<file path="config.mk">
export PLATFORM = sky130hd
export DESIGN_NAME = multicycle_alu_flat
export DESIGN_NICKNAME = d
export VERILOG_FILES = /design/src/rtl/alu_pkg.sv /design/src/rtl/multicycle_alu_if.sv /design/src/rtl/alu_datapath.sv /design/src/rtl/multicycle_alu.sv /design/src/flat_wrapper.sv
export SDC_FILE = /design/constraint.sdc
export NUM_CORES = 1
export LEC_CHECK = 0
export CAP_MARGIN = 20
export CORE_MARGIN = 10
export CORE_UTILIZATION = 53
export DETAILED_ROUTE_END_ITERATION = 7
export MAX_ROUTING_LAYER = met4
export PLACE_DENSITY_LB_ADDON = 0.2
export SLEW_MARGIN = 20
export SYNTH_ARGS = -nofsm -noshare
export SYNTH_HDL_FRONTEND = slang
export SYNTH_HIERARCHICAL = 1
export SYNTH_SLANG_ARGS = --single-unit
</file>
<file path="constraint.sdc">
create_clock -name clk -period 6.9 [get_ports clk]
set_input_delay 2.07 -clock clk [delete_from_list [all_inputs] [get_ports clk]]
set_output_delay 2.07 -clock clk [all_outputs]
set_load 0.02 [all_outputs]
</file>
<file path="src/rtl/alu_pkg.sv">
// Shared definitions for the multicycle ALU: op codes, FSM states and field widths.
// Bit 2 of every op code selects the inverted-B adder path (SUB, SLT).
package alu_pkg;

    localparam int OP_WIDTH = 3;

    typedef enum logic [OP_WIDTH-1:0] {
        OP_AND = 3'b000,
        OP_OR  = 3'b001,
        OP_ADD = 3'b010,
        OP_MUL = 3'b011,
        OP_NOR = 3'b100,
        OP_RSV = 3'b101,
        OP_SUB = 3'b110,
        OP_SLT = 3'b111
    } op_e;

    typedef enum logic [1:0] {
        ST_IDLE,
        ST_MUL,
        ST_DONE
    } state_e;

endpackage

</file>
<file path="src/rtl/multicycle_alu_if.sv">
// Operand-issue and writeback handshake bundle for multicycle_alu.
// The master side issues operands and consumes results; the ALU is the slave.
interface multicycle_alu_if
    import alu_pkg::*;
#(
    parameter int WIDTH = 32
);

    logic                in_valid;
    logic                in_ready;
    logic [WIDTH-1:0]    a;
    logic [WIDTH-1:0]    b;
    logic [OP_WIDTH-1:0] op;
    logic                out_valid;
    logic                out_ready;
    logic [WIDTH-1:0]    result;
    logic [WIDTH-1:0]    result_hi;
    logic                carry;
    logic                overflow;
    logic                zero;

    modport master (
        output in_valid, a, b, op, out_ready,
        input  in_ready, out_valid, result, result_hi, carry, overflow, zero
    );

    modport slave (
        input  in_valid, a, b, op, out_ready,
        output in_ready, out_valid, result, result_hi, carry, overflow, zero
    );

endinterface

</file>
<file path="src/rtl/alu_datapath.sv">
// Single-cycle logic/arithmetic datapath: AND/OR/NOR/ADD/SUB/SLT plus flags.
// MUL is handled by the sequential multiplier in the top level, so it yields zeros here.
module alu_datapath
    import alu_pkg::*;
#(
    parameter int WIDTH = 32
) (
    input  logic [WIDTH-1:0] a_i,
    input  logic [WIDTH-1:0] b_i,
    input  op_e              op_i,
    output logic [WIDTH-1:0] result_o,
    output logic             carry_o,
    output logic             overflow_o,
    output logic             zero_o
);

    logic             invertB;
    logic [WIDTH-1:0] bEff;
    logic [WIDTH:0]   sum;
    logic             sumOverflow;

    // One shared adder; SUB and SLT reuse it as a + ~b + 1.
    always_comb begin
        invertB     = op_i[2];
        bEff        = invertB ? ~b_i : b_i;
        sum         = {1'b0, a_i} + {1'b0, bEff} + {{WIDTH{1'b0}}, invertB};
        sumOverflow = (a_i[WIDTH-1] == bEff[WIDTH-1]) && (sum[WIDTH-1] != a_i[WIDTH-1]);
    end

    always_comb begin
        result_o   = '0;
        carry_o    = 1'b0;
        overflow_o = 1'b0;
        unique case (op_i)
            OP_AND: result_o = a_i & b_i;
            OP_OR:  result_o = a_i | b_i;
            OP_NOR: result_o = ~(a_i | b_i);
            OP_ADD, OP_SUB: begin
                result_o   = sum[WIDTH-1:0];
                carry_o    = sum[WIDTH];
                overflow_o = sumOverflow;
            end
            OP_SLT: result_o = {{(WIDTH-1){1'b0}}, sum[WIDTH-1] ^ sumOverflow};
            default: result_o = '0;
        endcase
        zero_o = (result_o == '0);
    end

endmodule

</file>
<file path="src/rtl/multicycle_alu.sv">
// Registered ALU with valid/ready handshakes and a radix-2 shift-add unsigned multiplier.
// Owns the IDLE/MUL/DONE FSM, the multiplier registers and the output registers.
module multicycle_alu
    import alu_pkg::*;
#(
    parameter int WIDTH = 32
) (
    input logic              clk,
    input logic              reset,
    multicycle_alu_if.slave  bus
);

    localparam int CNT_W = $clog2(WIDTH + 1);

    state_e             state_q, state_d;
    logic [CNT_W-1:0]   cnt_q, cnt_d;
    logic [WIDTH-1:0]   mcand_q, mcand_d;
    logic [WIDTH-1:0]   accHi_q, accHi_d;
    logic [WIDTH-1:0]   accLo_q, accLo_d;
    logic [WIDTH-1:0]   result_q, result_d;
    logic [WIDTH-1:0]   resultHi_q, resultHi_d;
    logic               carry_q, carry_d;
    logic               overflow_q, overflow_d;
    logic               zero_q, zero_d;

    op_e                opIn;
    logic               inReady;
    logic               accept;
    logic [WIDTH-1:0]   dpResult;
    logic               dpCarry;
    logic               dpOverflow;
    logic               dpZero;
    logic [WIDTH:0]     stepSum;
    logic [WIDTH-1:0]   stepHi;
    logic [WIDTH-1:0]   stepLo;

    assign opIn    = op_e'(bus.op);
    assign inReady = (state_q == ST_IDLE) || ((state_q == ST_DONE) && bus.out_ready);
    assign accept  = bus.in_valid && inReady;

    alu_datapath #(.WIDTH(WIDTH)) u_datapath (
        .a_i        (bus.a),
        .b_i        (bus.b),
        .op_i       (opIn),
        .result_o   (dpResult),
        .carry_o    (dpCarry),
        .overflow_o (dpOverflow),
        .zero_o     (dpZero)
    );

    // {accHi, accLo} is the product register; the multiplier shifts out of accLo.
    always_comb begin
        stepSum = {1'b0, accHi_q} + (accLo_q[0] ? {1'b0, mcand_q} : '0);
        stepHi  = stepSum[WIDTH:1];
        stepLo  = {stepSum[0], accLo_q[WIDTH-1:1]};
    end

    always_comb begin
        state_d    = state_q;
        cnt_d      = cnt_q;
        mcand_d    = mcand_q;
        accHi_d    = accHi_q;
        accLo_d    = accLo_q;
        result_d   = result_q;
        resultHi_d = resultHi_q;
        carry_d    = carry_q;
        overflow_d = overflow_q;
        zero_d     = zero_q;

        unique case (state_q)
            ST_IDLE: state_d = ST_IDLE;
            ST_MUL: begin
                accHi_d = stepHi;
                accLo_d = stepLo;
                cnt_d   = cnt_q - CNT_W'(1);
                if (cnt_q == CNT_W'(1)) begin
                    state_d    = ST_DONE;
                    result_d   = stepLo;
                    resultHi_d = stepHi;
                    carry_d    = 1'b0;
                    overflow_d = 1'b0;
                    zero_d     = ({stepHi, stepLo} == '0);
                end
            end
            ST_DONE: begin
                if (bus.out_ready) begin
                    state_d = ST_IDLE;
                end
            end
            default: state_d = ST_IDLE;
        endcase

        // An accept overrides the drain to IDLE so back-to-back ops have no bubble.
        if (accept) begin
            if (opIn == OP_MUL) begin
                state_d = ST_MUL;
                mcand_d = bus.a;
                accLo_d = bus.b;
                accHi_d = '0;
                cnt_d   = CNT_W'(WIDTH);
            end else begin
                state_d    = ST_DONE;
                result_d   = dpResult;
                resultHi_d = '0;
                carry_d    = dpCarry;
                overflow_d = dpOverflow;
                zero_d     = dpZero;
            end
        end
    end

    always_ff @(posedge clk or posedge reset) begin
        if (reset) begin
            state_q    <= ST_IDLE;
            cnt_q      <= '0;
            mcand_q    <= '0;
            accHi_q    <= '0;
            accLo_q    <= '0;
            result_q   <= '0;
            resultHi_q <= '0;
            carry_q    <= 1'b0;
            overflow_q <= 1'b0;
            zero_q     <= 1'b0;
        end else begin
            state_q    <= state_d;
            cnt_q      <= cnt_d;
            mcand_q    <= mcand_d;
            accHi_q    <= accHi_d;
            accLo_q    <= accLo_d;
            result_q   <= result_d;
            resultHi_q <= resultHi_d;
            carry_q    <= carry_d;
            overflow_q <= overflow_d;
            zero_q     <= zero_d;
        end
    end

    assign bus.in_ready  = inReady;
    assign bus.out_valid = (state_q == ST_DONE);
    assign bus.result    = result_q;
    assign bus.result_hi = resultHi_q;
    assign bus.carry     = carry_q;
    assign bus.overflow  = overflow_q;
    assign bus.zero      = zero_q;

endmodule
</file>
<file path="src/flat_wrapper.sv">
// flat-port wrapper written by rule: the top's interface ports become plain ports
module multicycle_alu_flat import alu_pkg::*;
#(
    parameter int WIDTH = 32
)
  (clk, reset, bus_in_valid, bus_a, bus_b, bus_op, bus_out_ready, bus_in_ready, bus_out_valid, bus_result, bus_result_hi, bus_carry, bus_overflow, bus_zero);
  multicycle_alu_if #(.WIDTH(WIDTH)) bus_i ();
  input logic clk;
  input logic reset;
  input wire logic [$bits(bus_i.in_valid)-1:0] bus_in_valid;
  input wire logic [$bits(bus_i.a)-1:0] bus_a;
  input wire logic [$bits(bus_i.b)-1:0] bus_b;
  input wire logic [$bits(bus_i.op)-1:0] bus_op;
  input wire logic [$bits(bus_i.out_ready)-1:0] bus_out_ready;
  output wire logic [$bits(bus_i.in_ready)-1:0] bus_in_ready;
  output wire logic [$bits(bus_i.out_valid)-1:0] bus_out_valid;
  output wire logic [$bits(bus_i.result)-1:0] bus_result;
  output wire logic [$bits(bus_i.result_hi)-1:0] bus_result_hi;
  output wire logic [$bits(bus_i.carry)-1:0] bus_carry;
  output wire logic [$bits(bus_i.overflow)-1:0] bus_overflow;
  output wire logic [$bits(bus_i.zero)-1:0] bus_zero;
  assign bus_i.in_valid = bus_in_valid;
  assign bus_i.a = bus_a;
  assign bus_i.b = bus_b;
  assign bus_i.op = bus_op;
  assign bus_i.out_ready = bus_out_ready;
  assign bus_in_ready = bus_i.in_ready;
  assign bus_out_valid = bus_i.out_valid;
  assign bus_result = bus_i.result;
  assign bus_result_hi = bus_i.result_hi;
  assign bus_carry = bus_i.carry;
  assign bus_overflow = bus_i.overflow;
  assign bus_zero = bus_i.zero;
  multicycle_alu #(.WIDTH(WIDTH)) u_core (.clk(clk), .reset(reset), .bus(bus_i));
endmodule
</file>
==> metrics.yaml, run 1 <==
sta:
  fin_setup_tns_ns: 0
  slew_violations: 0
  relSlewSlack: 0.166
  worstMarginPinSlew_ns: 1.24
  min_period_over_period: 0.854
  max_freq_mhz: 170
  layout_min_cycle_time_ns: 5.90
  clock_skew_ns: 0.0272
  grt_setup_unrepaired: "false"
  hold_viol: 0
  setup_viol: 0
yosys:
  synth_area_per_cell_sq_um: 8.22
  synth_cell_types: 77
  synth_top_family_by_area: "compound AO/OA/AOI/OAI gates"
  syn_area_sq_mm: 0.0128
  yosysWarnings: 6
  synth_edf_count: 0
  synthSimpleGateAreaFrac: 0.207
  synth_ff_type: "dfrtp_1"
  synthXorXnorAreaFrac: 0.0560
  synth_top_area_frac: 0.334
  synth_compound_area_frac: 0.229
  synth_mux_area_frac: 0.0575
  synthesis.instances: 1559
  synth_top_cell_by_area: "dfrtp_1"
  yosys-top-cells-area: "dfrtp_1 33%, nand2_1 7.2%, ha_1 6.4%"
  ys_async_sr_fraction: 1.00
  ys_seq_area_frac: 0.334
  synth_adder_area_share: 0.0824
  synth_nets: 1698
  ys_ff_latch: 171
placement:
  place_congestion: 0.983
  place_hpwl_um: 34100
  io_buffers: 139
  placed_area_sq_mm: 0.0145
setup_path:
  reg2reg_from: "u_core/accLo_q[0]"
  crit_path_max_incr_delay_ns: 0.60
  cp_data_arrival_time_ns: 6.27
  path_cells: "clkdlybuf4s50_1, mux2_4, fa_1, a21o_1, a221oi_1, o21bai_1, xnor2_1, o22ai_1, or4_1, nor4_1, and4bb_1, and4_1, a22oi_1, o21ai_1"
  path_max_fanout: 6
  start_kind: "input pin"
  required_ns: 7.27
  end_kind: "register"
  startpoint: "bus_b[0]"
  crit_path_top_delay_cell: "clkdlybuf4s50_1"
  criticalPathCategory: "in2reg"
detailed_routing:
  drc: 0
  drtAntennaViolNets: 0
  drt_first_pass_iters: 6
  first_iter_violations: 1585
  wl_um: 45200
  drt-vias-per-instance: 6.36
  wl_per_cell_um: 22.8
  via_count: 12600
cells_and_area:
  finalInstanceArea_sq_mm: 0.0151
  n_fill_cell: 2091
  syn_to_final_growth_pct: 17.6
  final_util: 0.638
  regArea_sq_mm: 0.00428
  drive_above_1_share: 0.0686
  fin_nets: 1787
  diodes: 0
  multi_input_area_sq_mm: 0.00814
cts:
  cts_tree: "done"
  cts_inserted_buffers: 17
  hold_buffers: 0
  root_buffer: "clkbuf_16"
  clkLatencyLatePin_ns: 0.45
  cts.reportedPaths.clkPinSlew_ns: 0.08
  cts_setup_buffers: 0
  cts_repair_resize_count: 0
  cts.sinks: 171
  cts.htree.levels: 4
  clock_path_buffers: 2
run_status:
  outcome: "finished, final reports clean"
global_route:
  antenna_found_initial: 0
  grt_pass1_wl_um: 71400
  grt_pass1_vias: 12400
  grt.total_usage: 0.298
  grt_max_degree: 83
  grt_overflow: 0
die:
  die_y_um: 176
  rows: 56
  die_x_um: 176
  die-area_sq_mm: 0.0308
  pin_count: 140
  coreArea_sq_mm: 0.0236
  initial_core_util: 0.543
power_and_ir_drop:
  p_leak_nw: 6.52
  peakVddDrop_v: 0.000182
  p_per_area_mw_per_mm2: 313
worst_hold_path:
  hold_path.startpoint: "u_core/mcand_q[29]"
  hp-class: "reg2reg"
job:
  drv_cap: 0
-- cell type report --
| class | count | area share |
|---|---|---|
| inverters | 20 | 0.00531 |
| well taps | 319 | 0.0265 |
| multi-input cells | 1274 | 0.540 |
| clock inverters | 14 | 0.00971 |
| clock buffers | 18 | 0.0291 |
| repair buffers | 164 | 0.106 |
| flip-flops and latches | 171 | 0.284 |
-- cells in the mapped netlist (29+ instances only) --
cell	n
a211oi_1	29
a21oi_1	126
a31oi_1	39
and2_1	43
clkbuf_1	80
dfrtp_1	171
ha_1	66
mux2_2	33
mux2i_1	35
nand2_1	247
nor2_1	143
o21ai_0	97
xor2_1	54
-- worst paths after layout --
kind,end,slack (ns),cells after the start
min in group asynchronous,u_core/accLo_q[0],2.10,2
hold / removal,u_core/mcand_q[29],0.50,1
max in group asynchronous,u_core/bus.result_hi[27],3.69,3
setup / recovery,u_core/bus.zero,1.00,14
hold reg to reg,u_core/mcand_q[29],0.50,1
setup reg to reg,u_core/bus.zero,2.04,13
-- worst max-delay path: cells and delay by family --
kind | cells | cell delay, ns
and+or+nand+nor | 4 | 1.41
muxes | 1 | 0.36
xor gates and xnor gates | 1 | 0.20
buffers and inverters | 1 | 0.60
adders and majority gates | 1 | 0.41
AOI/OAI and AO/OA | 6 | 1.21
-- cell families after synthesis --
kind of cell             after synthesis
adder cells (fa/ha/maj)               87
multiplexers                          69
XOR/XNOR                              82
flip-flops                           171
AND/OR/NAND/NOR                      576
buffers and inverters                114
AO/OA/AOI/OAI                        460
-- state kept, by name (all words and copies together) (netlist names) --
name,flops
u_core/cnt_q,6
u_core/bus.zero,1
u_core/bus.result_hi,32
u_core/mcand_q,32
u_core/state_q,2
u_core/accLo_q,32
u_core/bus.carry,1
u_core/accHi_q,32
u_core/bus.result,32
u_core/bus.overflow,1
-- power breakdown --
part           switching [W]  internal [W]  total [W]  leakage, nW
clock               0.000494      0.000494   0.000988        0.285
combinational        0.00131      0.000877    0.00219         4.10
sequential          0.000262       0.00128    0.00154         2.14
-- placed cells by master (no fill, tap or decap), types with 8 or more instances in the layout --
| cell type | count |
|---|---|
| nand2_1 | 247 |
| dfrtp_1 | 171 |
| nor2_1 | 140 |
| clkdlybuf4s50_1 | 138 |
| a21oi_1 | 126 |
| o21ai_0 | 97 |
| ha_1 | 66 |
| xor2_1 | 54 |
| and2_1 | 43 |
| a31oi_1 | 39 |
| mux2i_1 | 35 |
| mux2_2 | 33 |
| a211oi_1 | 29 |
| xnor2_1 | 28 |
| a21o_1 | 28 |
| buf_4 | 24 |
| a22oi_1 | 23 |
| nor3_1 | 22 |
| nand4_1 | 20 |
| inv_1 | 19 |
| maj3_1 | 19 |
| clkbuf_16 | 17 |
| nor4_1 | 15 |
| nand3_1 | 15 |
| o211ai_1 | 14 |
| o22ai_1 | 13 |
| o21a_1 | 12 |
| nor2b_1 | 11 |
| or3_1 | 10 |
| o31ai_1 | 9 |
| and3_1 | 9 |
| o21ai_1 | 8 |
-- routing by layer --
layer	part of all wire	GRT usage	routed length, um	vias to the layer above
met1	0.45	0.405	20200	6110
met4	0.028	0.0968	1280	0
met3	0.080	0.0483	3630	78
li1	-	-	-	5824
met2	0.44	0.444	20100	575
met5	0	-	0	-
-- stage by stage --
stage,total power [W],cells,setup WS [ns],hold slack [ns]
after global routing,0.00502,1980,0.795,0.515
after CTS,0.00469,1979,1.09,0.506
after global placement,0.00366,1947,0.725,0.482
final,0.00472,1980,1.00,0.501
after floorplan,0.00298,1559,0.198,0.471
after detailed placement,0.00369,1947,0.652,0.486
Power figures use the tool's default switching activity.
==> inputs of run 2 (changes only) <==
CORE_UTILIZATION = 52   (was 53)
RECOVER_POWER = 50   (was not set)
SYNTH_HIERARCHICAL = not set   (was 1)
==> metrics.yaml, run 2 <==
run_status:
  outcome: "finished with violations"  # was finished, final reports clean
  violations: "capacitance limit, slew limit"
yosys:
  synth_cell_types: 92  # was 77
  ys_ff_latch: 171  # unchanged
  ys_seq_area_frac: 0.339  # was 0.334
  synth_nets: 1703  # was 1,698
  synth_common_cells: "350 x nand2_1, 171 x dfrtp_1, 144 x a21oi_1"  # was 247 x nand2_1, 171 x dfrtp_1, 143 x nor2_1
  ys_async_sr_fraction: 1.00  # unchanged
  synthesis.instances: 1564  # was 1,559
  yosys-top-cells-area: "dfrtp_1 34%, nand2_1 10%, ha_1 6.5%"  # was dfrtp_1 33%, nand2_1 7.2%, ha_1 6.4%
  synth_ff_type: "dfrtp_1"  # unchanged
  yosysMostFrequentCell: "nand2_1"  # unchanged
  synth_edf_count: 0  # unchanged
  synth_top_area_frac: 0.339  # was 0.334
  synth_area_per_cell_sq_um: 8.07  # was 8.22 sq um
  synth_top_cell_by_area: "dfrtp_1"  # unchanged
  yosysWarnings: 0  # was 6
  syn_area_sq_mm: 0.0126  # was 0.0128 sq mm
power_and_ir_drop:
  p_per_area_mw_per_mm2: 300  # was 313 mW/mm^2
  p_int_w: 0.00263  # was 0.00265 W
  pwr-share-clk: 0.228  # was 0.209
  p_comb_frac: 0.437  # was 0.463
  p_leak_nw: 6.46  # was 6.52 nW
  p_sw_w: 0.00179  # was 0.00206 W
  pwr-share-seq: 0.335  # was 0.327
  p_sw_frac: 0.405  # was 0.438
  peakVddDrop_v: 0.000189  # was 0.000182 V
die:
  initial_core_util: 0.533  # was 0.543
  die_x_um: 176  # about the same
  die-area_sq_mm: 0.0309  # was 0.0308 sq mm
  rows: 56  # unchanged
  die_y_um: 176  # about the same
  coreArea_sq_mm: 0.0237  # was 0.0236 sq mm
  pin_count: 140  # unchanged
cts:
  hold_buffers: 0  # unchanged
  cts_repair_resize_count: 0  # unchanged
  cts.reportedPaths.clkPinSlew_ns: 0.07  # was 0.08 ns
  clock_path_buffers: 2  # unchanged
  cts.sinks: 171  # unchanged
  cts_setup_buffers: 0  # unchanged
  cts.htree.levels: 4  # unchanged
  cts_inserted_buffers: 17  # unchanged
  root_buffer: "clkbuf_16"  # unchanged
  clkLatencyLatePin_ns: 0.44  # was 0.45 ns
  cts_tree: "done"  # unchanged
sta:
  worst_slack_ns: 1.02  # was 1.00 ns
  min_period_over_period: 0.852  # was 0.854
  grt_setup_unrepaired: "false"  # unchanged
  hold_viol: 0  # unchanged
  layout_min_cycle_time_ns: 5.88  # was 5.90 ns
  relSlewSlack: -1.20  # was 0.166
  clock_skew_ns: 0.0107  # was 0.0272 ns
  max_freq_mhz: 170  # about the same
  worstMarginPinSlew_ns: 3.30  # was 1.24 ns
  setup_viol: 0  # unchanged
  fin_setup_tns_ns: 0  # unchanged
  slew_violations: 89  # was 0
cells_and_area:
  drive_above_1_share: 0.0562  # was 0.0686
  mostFrequentLayoutCell: "nand2_1"  # unchanged
  final_cell_mix: "349 x nand2_1, 171 x dfrtp_1, 144 x a21oi_1, 118 x nor2_1, 99 x clkdlybuf4s50_1"  # was 247 x nand2_1, 171 x dfrtp_1, 140 x nor2_1, 138 x clkdlybuf4s50_1, 126 x a21oi_1
  fin_nets: 1781  # was 1,787
  syn_to_final_growth_pct: 16.7  # was 17.6%
detailed_routing:
  wl_met1_um: 18000  # was 20,200 um
  drt_first_pass_iters: 5  # was 6
  first_iter_violations: 1452  # was 1,585
  drc: 0  # unchanged
  wl_um: 41600  # was 45,200 um
  via_count: 12200  # was 12.6k
  dr_wl_met2_um: 19200  # was 20,100 um
  detailroute.wirelength.met3_um: 3580  # was 3630 um
  drt-vias-per-instance: 6.18  # was 6.36
  top_layer: "met4"  # unchanged
  drtAntennaViolNets: 0  # unchanged
  wl_per_cell_um: 21.1  # was 22.8 um
setup_path:
  cp_data_arrival_time_ns: 6.24  # was 6.27 ns
  criticalPathCategory: "in2reg"  # unchanged
  start_kind: "input pin"  # unchanged
  path_cells: "buf_2, buf_4, mux2i_2, fa_1, nor2b_1, o31a_1, o21ai_1, a311oi_1, xor2_1, a22oi_1, o211ai_1, nor4_1, and4_1, nand4_1, o211ai_2"  # was clkdlybuf4s50_1, mux2_4, fa_1, a21o_1, a221oi_1, o21bai_1, xnor2_1, o22ai_1, or4_1, nor4_1, and4bb_1, and4_1, a22oi_1, o21ai_1
  regToRegSetupSlack_ns: 1.90  # was 2.04 ns
  cpLargestDelayFamily: "compound AO/OA/AOI/OAI gates"  # was simple AND/OR/NAND/NOR gates
  crit_path_max_incr_delay_ns: 0.59  # was 0.60 ns
  required_ns: 7.26  # was 7.27 ns
  path_max_fanout: 26  # was 6
  end_kind: "register"  # unchanged
  crit_path_top_delay_cell: "buf_2"  # was clkdlybuf4s50_1
  critical_path_buf_inv_count: 2  # was 1
job:
  drv_cap: 1  # was 0
global_route:
  grt_overflow: 0  # unchanged
  antenna_found_initial: 1  # was 0
  grt_pass1_wl_um: 65500  # was 71,400 um
  grt_max_degree: 89  # was 83
  grt.total_usage: 0.270  # was 0.298
  grt_pass1_vias: 11800  # was 12.4k
worst_hold_path:
  hp-class: "reg2reg"  # unchanged
placement:
  pre_cts_ws_ns: 0.765  # was 0.652 ns
  place_hpwl_um: 30700  # was 34,100 um
  place_congestion: 0.966  # was 0.983
  io_buffers: 139  # unchanged
==> run 2: cell types whose count changed after synthesis, moves of 9 or more <==
| cell | previous run | this run |
|---|---|---|
| a211oi_1 | 29 | 15 |
| a21oi_1 | 126 | 144 |
| a31oi_1 | 39 | 50 |
| clkbuf_8 | 0 | 9 |
| mux2_2 | 33 | 1 |
| mux2i_1 | 35 | 16 |
| nand2_1 | 247 | 350 |
| nor2_1 | 143 | 118 |
| o21ai_0 | 97 | 39 |
| xnor2_1 | 28 | 38 |
==> run 2: metrics by stage <==
step / area, sq um / instances / total power (W) / hold WS, ns / util
after floorplan: 12600 / 1564 / 0.00278 / 0.437 / -
after global placement: 14100 / 1942 / 0.00336 / 0.452 / 0.596
after detailed placement: 14100 / 1942 / 0.00338 / 0.456 / 0.596
after CTS: 14700 / 1974 / 0.00440 / 0.473 / 0.622
after global routing: 14700 / 1975 / 0.00468 / 0.489 / 0.622
final: 14700 / 1975 / 0.00441 / 0.468 / 0.622
==> run 2: power by group through the flow <==
stage / combinational, W / sequential, W / clock, W
floorplan: 0.00131 / 0.00147 / 0
global placement: 0.00187 / 0.00148 / 0
detailed placement: 0.00189 / 0.00149 / 0
CTS: 0.00191 / 0.00147 / 0.00102
global route: 0.00211 / 0.00151 / 0.00106
finish: 0.00193 / 0.00148 / 0.00101
==> run 2: area by class of cell <==
type,count,area [sq um]
Clock buffer,20,457
Inverter,18,67.6
Timing Repair Buffer,161,1550
Fill cell,2137,8950
Clock inverter,12,163
Multi-Input combinational cell,1273,7810
Tap cell,319,399
Sequential cell,171,4280
Antenna cell,1,2.50
==> run 2: worst min-delay path, stage by stage (launching register included) <==
cell     delay (ns)
dfrtp_1        0.33
nand2_1        0.05
nand2_1        0.05
==> run 2: worst paths after layout <==
path | from | endpoint | cells past startpoint
worst max-delay path | bus_op[2] | u_core.bus.zero | 15
worst min-delay path | u_core.mcand_q[2] | u_core.mcand_q[2] | 2
worst max register to register | u_core.mcand_q[0] | u_core.bus.zero | 15
worst min register to register | u_core.mcand_q[2] | u_core.mcand_q[2] | 2
max in group asynchronous | reset | u_core.mcand_q[29] | 3
min in group asynchronous | reset | u_core.accLo_q[9] | 2
==> run 2: cell families (layout without fill, tap and decap cells) <==
group                      Yosys count  count (layout)  share of synthesized area
buffers and inverters              120             211                     0.0448
AOI/OAI and AO/OA                  424             424                      0.220
DFF                                171             171                      0.339
xor gates and xnor gates            90              90                     0.0625
adders and majority gates           95              95                     0.0900
other                                0               1                          0
muxes                               18              18                     0.0147
and+or+nand+nor                    646             646                      0.229
==> run 2: per-layer routing <==
metal  vias up  GRT usage
met2       581      0.418
met4         0     0.0749
met5         -          -
li1       5713          -
met3        71     0.0500
met1      5833      0.356
==> inputs of run 3 (changes only) <==
--- a/config.mk
+++ b/config.mk
@@ -8,5 +8,5 @@
 export CAP_MARGIN = 20
-export CORE_MARGIN = 10
 export CORE_UTILIZATION = 52
 export DETAILED_ROUTE_END_ITERATION = 7
+export HOLD_SLACK_MARGIN = 0.06
 export MAX_ROUTING_LAYER = met4
==> constraint.sdc (replaced) <==
create_clock -name clk -period 6.9 [get_ports clk]
set_input_delay 0.69 -clock clk [delete_from_list [all_inputs] [get_ports clk]]
set_output_delay 0.69 -clock clk [all_outputs]
set_load 0.02 [all_outputs]
==> metrics.yaml, run 3 (synthesis gave the netlist of run 2 again) <==
cts:
  cts_tree: "done"  # unchanged
  clkLatencyLatePin_ns: 0.43  # was 0.44 ns
  cts.sinks: 171  # unchanged
  clock_path_buffers: 2  # unchanged
  cts_repair_resize_count: 0  # unchanged
  cts.htree.levels: 4  # unchanged
  root_buffer: "clkbuf_16"  # unchanged
  cts_inserted_buffers: 17  # unchanged
  cts.reportedPaths.clkPinSlew_ns: 0.07  # about the same
  cts_setup_buffers: 0  # unchanged
  hold_buffers: 0  # unchanged
die:
  die_x_um: 158  # was 176 um
  coreArea_sq_mm: 0.0236  # was 0.0237 sq mm
  initial_core_util: 0.534  # was 0.533
  die_y_um: 158  # was 176 um
  pin_count: 140  # unchanged
  rows: 56  # unchanged
  die-area_sq_mm: 0.0249  # was 0.0309 sq mm
setup_path:
  path_max_fanout: 33  # was 26
  regToRegSetupSlack_ns: 2.07  # was 1.90 ns
  required_ns: 7.25  # was 7.26 ns
  end_kind: "register"  # unchanged
  cp_data_arrival_time_ns: 5.17  # was 6.24 ns
  r2r_cells: 15  # unchanged
  crit_path_end: "u_core.bus.zero"  # unchanged
  timing.rr.end: "u_core.bus.zero"  # unchanged
  start_kind: "register"  # was input pin
  criticalPathCategory: "reg2reg"  # was in2reg
  reg2reg_from: "u_core.accLo_q[0]"  # was u_core.mcand_q[0]
  startpoint: "u_core.accLo_q[0]"  # was bus_op[2]
cells_and_area:
  drive_above_1_share: 0.0528  # was 0.0562
  syn_to_final_growth_pct: 15.9  # was 16.7%
  fin_nets: 1774  # was 1,781
  mostFrequentLayoutCell: "nand2_1"  # unchanged
  stdcell_count: 1967  # was 1,975
  final_util: 0.619  # was 0.622
  final_cell_mix: "349 x nand2_1, 171 x dfrtp_1, 144 x a21oi_1, 118 x nor2_1"  # was 349 x nand2_1, 171 x dfrtp_1, 144 x a21oi_1, 118 x nor2_1, 99 x clkdlybuf4s50_1
  regArea_sq_mm: 0.00428  # unchanged
  diodes: 0  # was 1
  n_fill_cell: 2131  # was 2,137
  multi_input_area_sq_mm: 0.00781  # about the same
sta:
  grt_setup_unrepaired: "false"  # unchanged
  slew_violations: 96  # was 89
  hold_viol: 0  # unchanged
  worstMarginPinSlew_ns: 4.30  # was 3.30 ns
  layout_min_cycle_time_ns: 4.83  # was 5.88 ns
  min_period_over_period: 0.699  # was 0.852
  fin_setup_tns_ns: 0  # unchanged
  setup_viol: 0  # unchanged
  relSlewSlack: -1.88  # was -1.20
  clock_skew_ns: 0.0121  # was 0.0107 ns
  max_freq_mhz: 207  # was 170 MHz
power_and_ir_drop:
  p_leak_nw: 6.44  # was 6.46 nW
  p_comb_frac: 0.438  # was 0.437
  p_sw_frac: 0.420  # was 0.405
  peakVddDrop_v: 0.000155  # was 0.000189 V
  pwr-share-seq: 0.346  # was 0.335
  p_int_w: 0.00252  # was 0.00263 W
  p_sw_w: 0.00182  # was 0.00179 W
  p_per_area_mw_per_mm2: 297  # was 300 mW/mm^2
  pwr-share-clk: 0.215  # was 0.228
global_route:
  grt_pass1_wl_um: 64400  # was 65,500 um
  grt.total_usage: 0.347  # was 0.270
  antenna_found_initial: 0  # was 1
  grt_overflow: 0  # unchanged
  grt_max_degree: 96  # was 89
  grt_pass1_vias: 11400  # was 11.8k
job:
  drv_cap: 1  # unchanged
detailed_routing:
  drc: 0  # unchanged
  wl_per_cell_um: 20.9  # was 21.1 um
  drt-vias-per-instance: 6.25  # was 6.18
  drt_first_pass_iters: 5  # unchanged
  wl_um: 41100  # was 41,600 um
  first_iter_violations: 1205  # was 1,452
  drtAntennaViolNets: 0  # unchanged
  via_count: 12300  # was 12.2k
placement:
  dp_cells: 1935  # was 1,942
  place_hpwl_um: 30100  # was 30,700 um
  place_congestion: 0.983  # was 0.966
  io_buffers: 139  # unchanged
worst_hold_path:
  hp-class: "reg2reg"  # unchanged
run_status:
  outcome: "finished with violations"  # unchanged
  violations: "capacitance limit, slew limit"  # unchanged
[run 3: cell count changes in the layout (fill, tap and decap cells not counted), sizes merged]
cell           previous run  this run
clkdlybuf4s50            99        69
dlygate4sd3              39        69
buf                      22        16
clkbuf                   21        18
clkinv                    2         5
bufinv                    3         1
inv                      20        22
clkinvlp                  5         4
diode                     1         0
[run 3: routing by layer]
metal,part of all wire,GRT usage,vias up
li1,-,-,5727
met1,0.43,0.479,5893
met2,0.45,0.515,590
met4,0.027,0.104,0
met3,0.089,0.0630,83
met5,0,-,-
[run 3: power by group through the flow]
| stage | Combinational (W) | Sequential, W | Clock [W] |
|---|---|---|---|
| final | 0.00190 | 0.00150 | 0.000936 |
| after global routing | 0.00209 | 0.00153 | 0.000991 |
| after CTS | 0.00190 | 0.00150 | 0.000949 |
| after detailed placement | 0.00189 | 0.00151 | 0 |
| after global placement | 0.00188 | 0.00151 | 0 |
| after floorplan | 0.00131 | 0.00147 | 0 |
[run 3: worst min-delay path by stage]
stage	from	end	cells past startpoint
3_3_place_gp	u_core.mcand_q[25]	u_core.mcand_q[25]	2
3_5_place_dp	u_core.mcand_q[0]	u_core.mcand_q[0]	2
6_report	u_core.mcand_q[11]	u_core.mcand_q[11]	2
5_1_grt	u_core.mcand_q[0]	u_core.mcand_q[0]	2
4_1_cts	u_core.mcand_q[0]	u_core.mcand_q[0]	2
2_1_floorplan	u_core.mcand_q[29]	u_core.mcand_q[29]	2
[run 3: cell type report]
class                   count  share of cell area
repair buffers            154               0.103
inverters                  18             0.00471
clock buffers              18              0.0294
multi-input cells        1273               0.534
clock inverters            14             0.00941
well taps                 319              0.0273
flip-flops and latches    171               0.293
[run 3: critical path: stages, from the launching register on]
cell and delay (ns):
dfrtp_1 0.81, and2_1 0.23, ha_1 0.18, inv_1 0.07, fa_1 0.57, or4b_1 0.45
nor4_1 0.22, nand4_1 0.12, or4_1 0.44, a2111oi_0 0.33, nand4bb_1 0.15, nor4_1 0.32
nand4_1 0.15, nor4_1 0.30, nand4b_1 0.28, o211ai_2 0.13
[run 3: through the flow]
step           power [W]  area, sq um  setup slack [ns]  hold WS, ns
2_1_floorplan    0.00278        12600              1.58        0.437
3_3_place_gp     0.00339        14100              2.08        0.451
3_5_place_dp     0.00340        14100              2.02        0.456
4_1_cts          0.00435        14600              2.03        0.473
5_1_grt          0.00461        14600              1.69        0.489
6_report         0.00434        14600              2.07        0.471
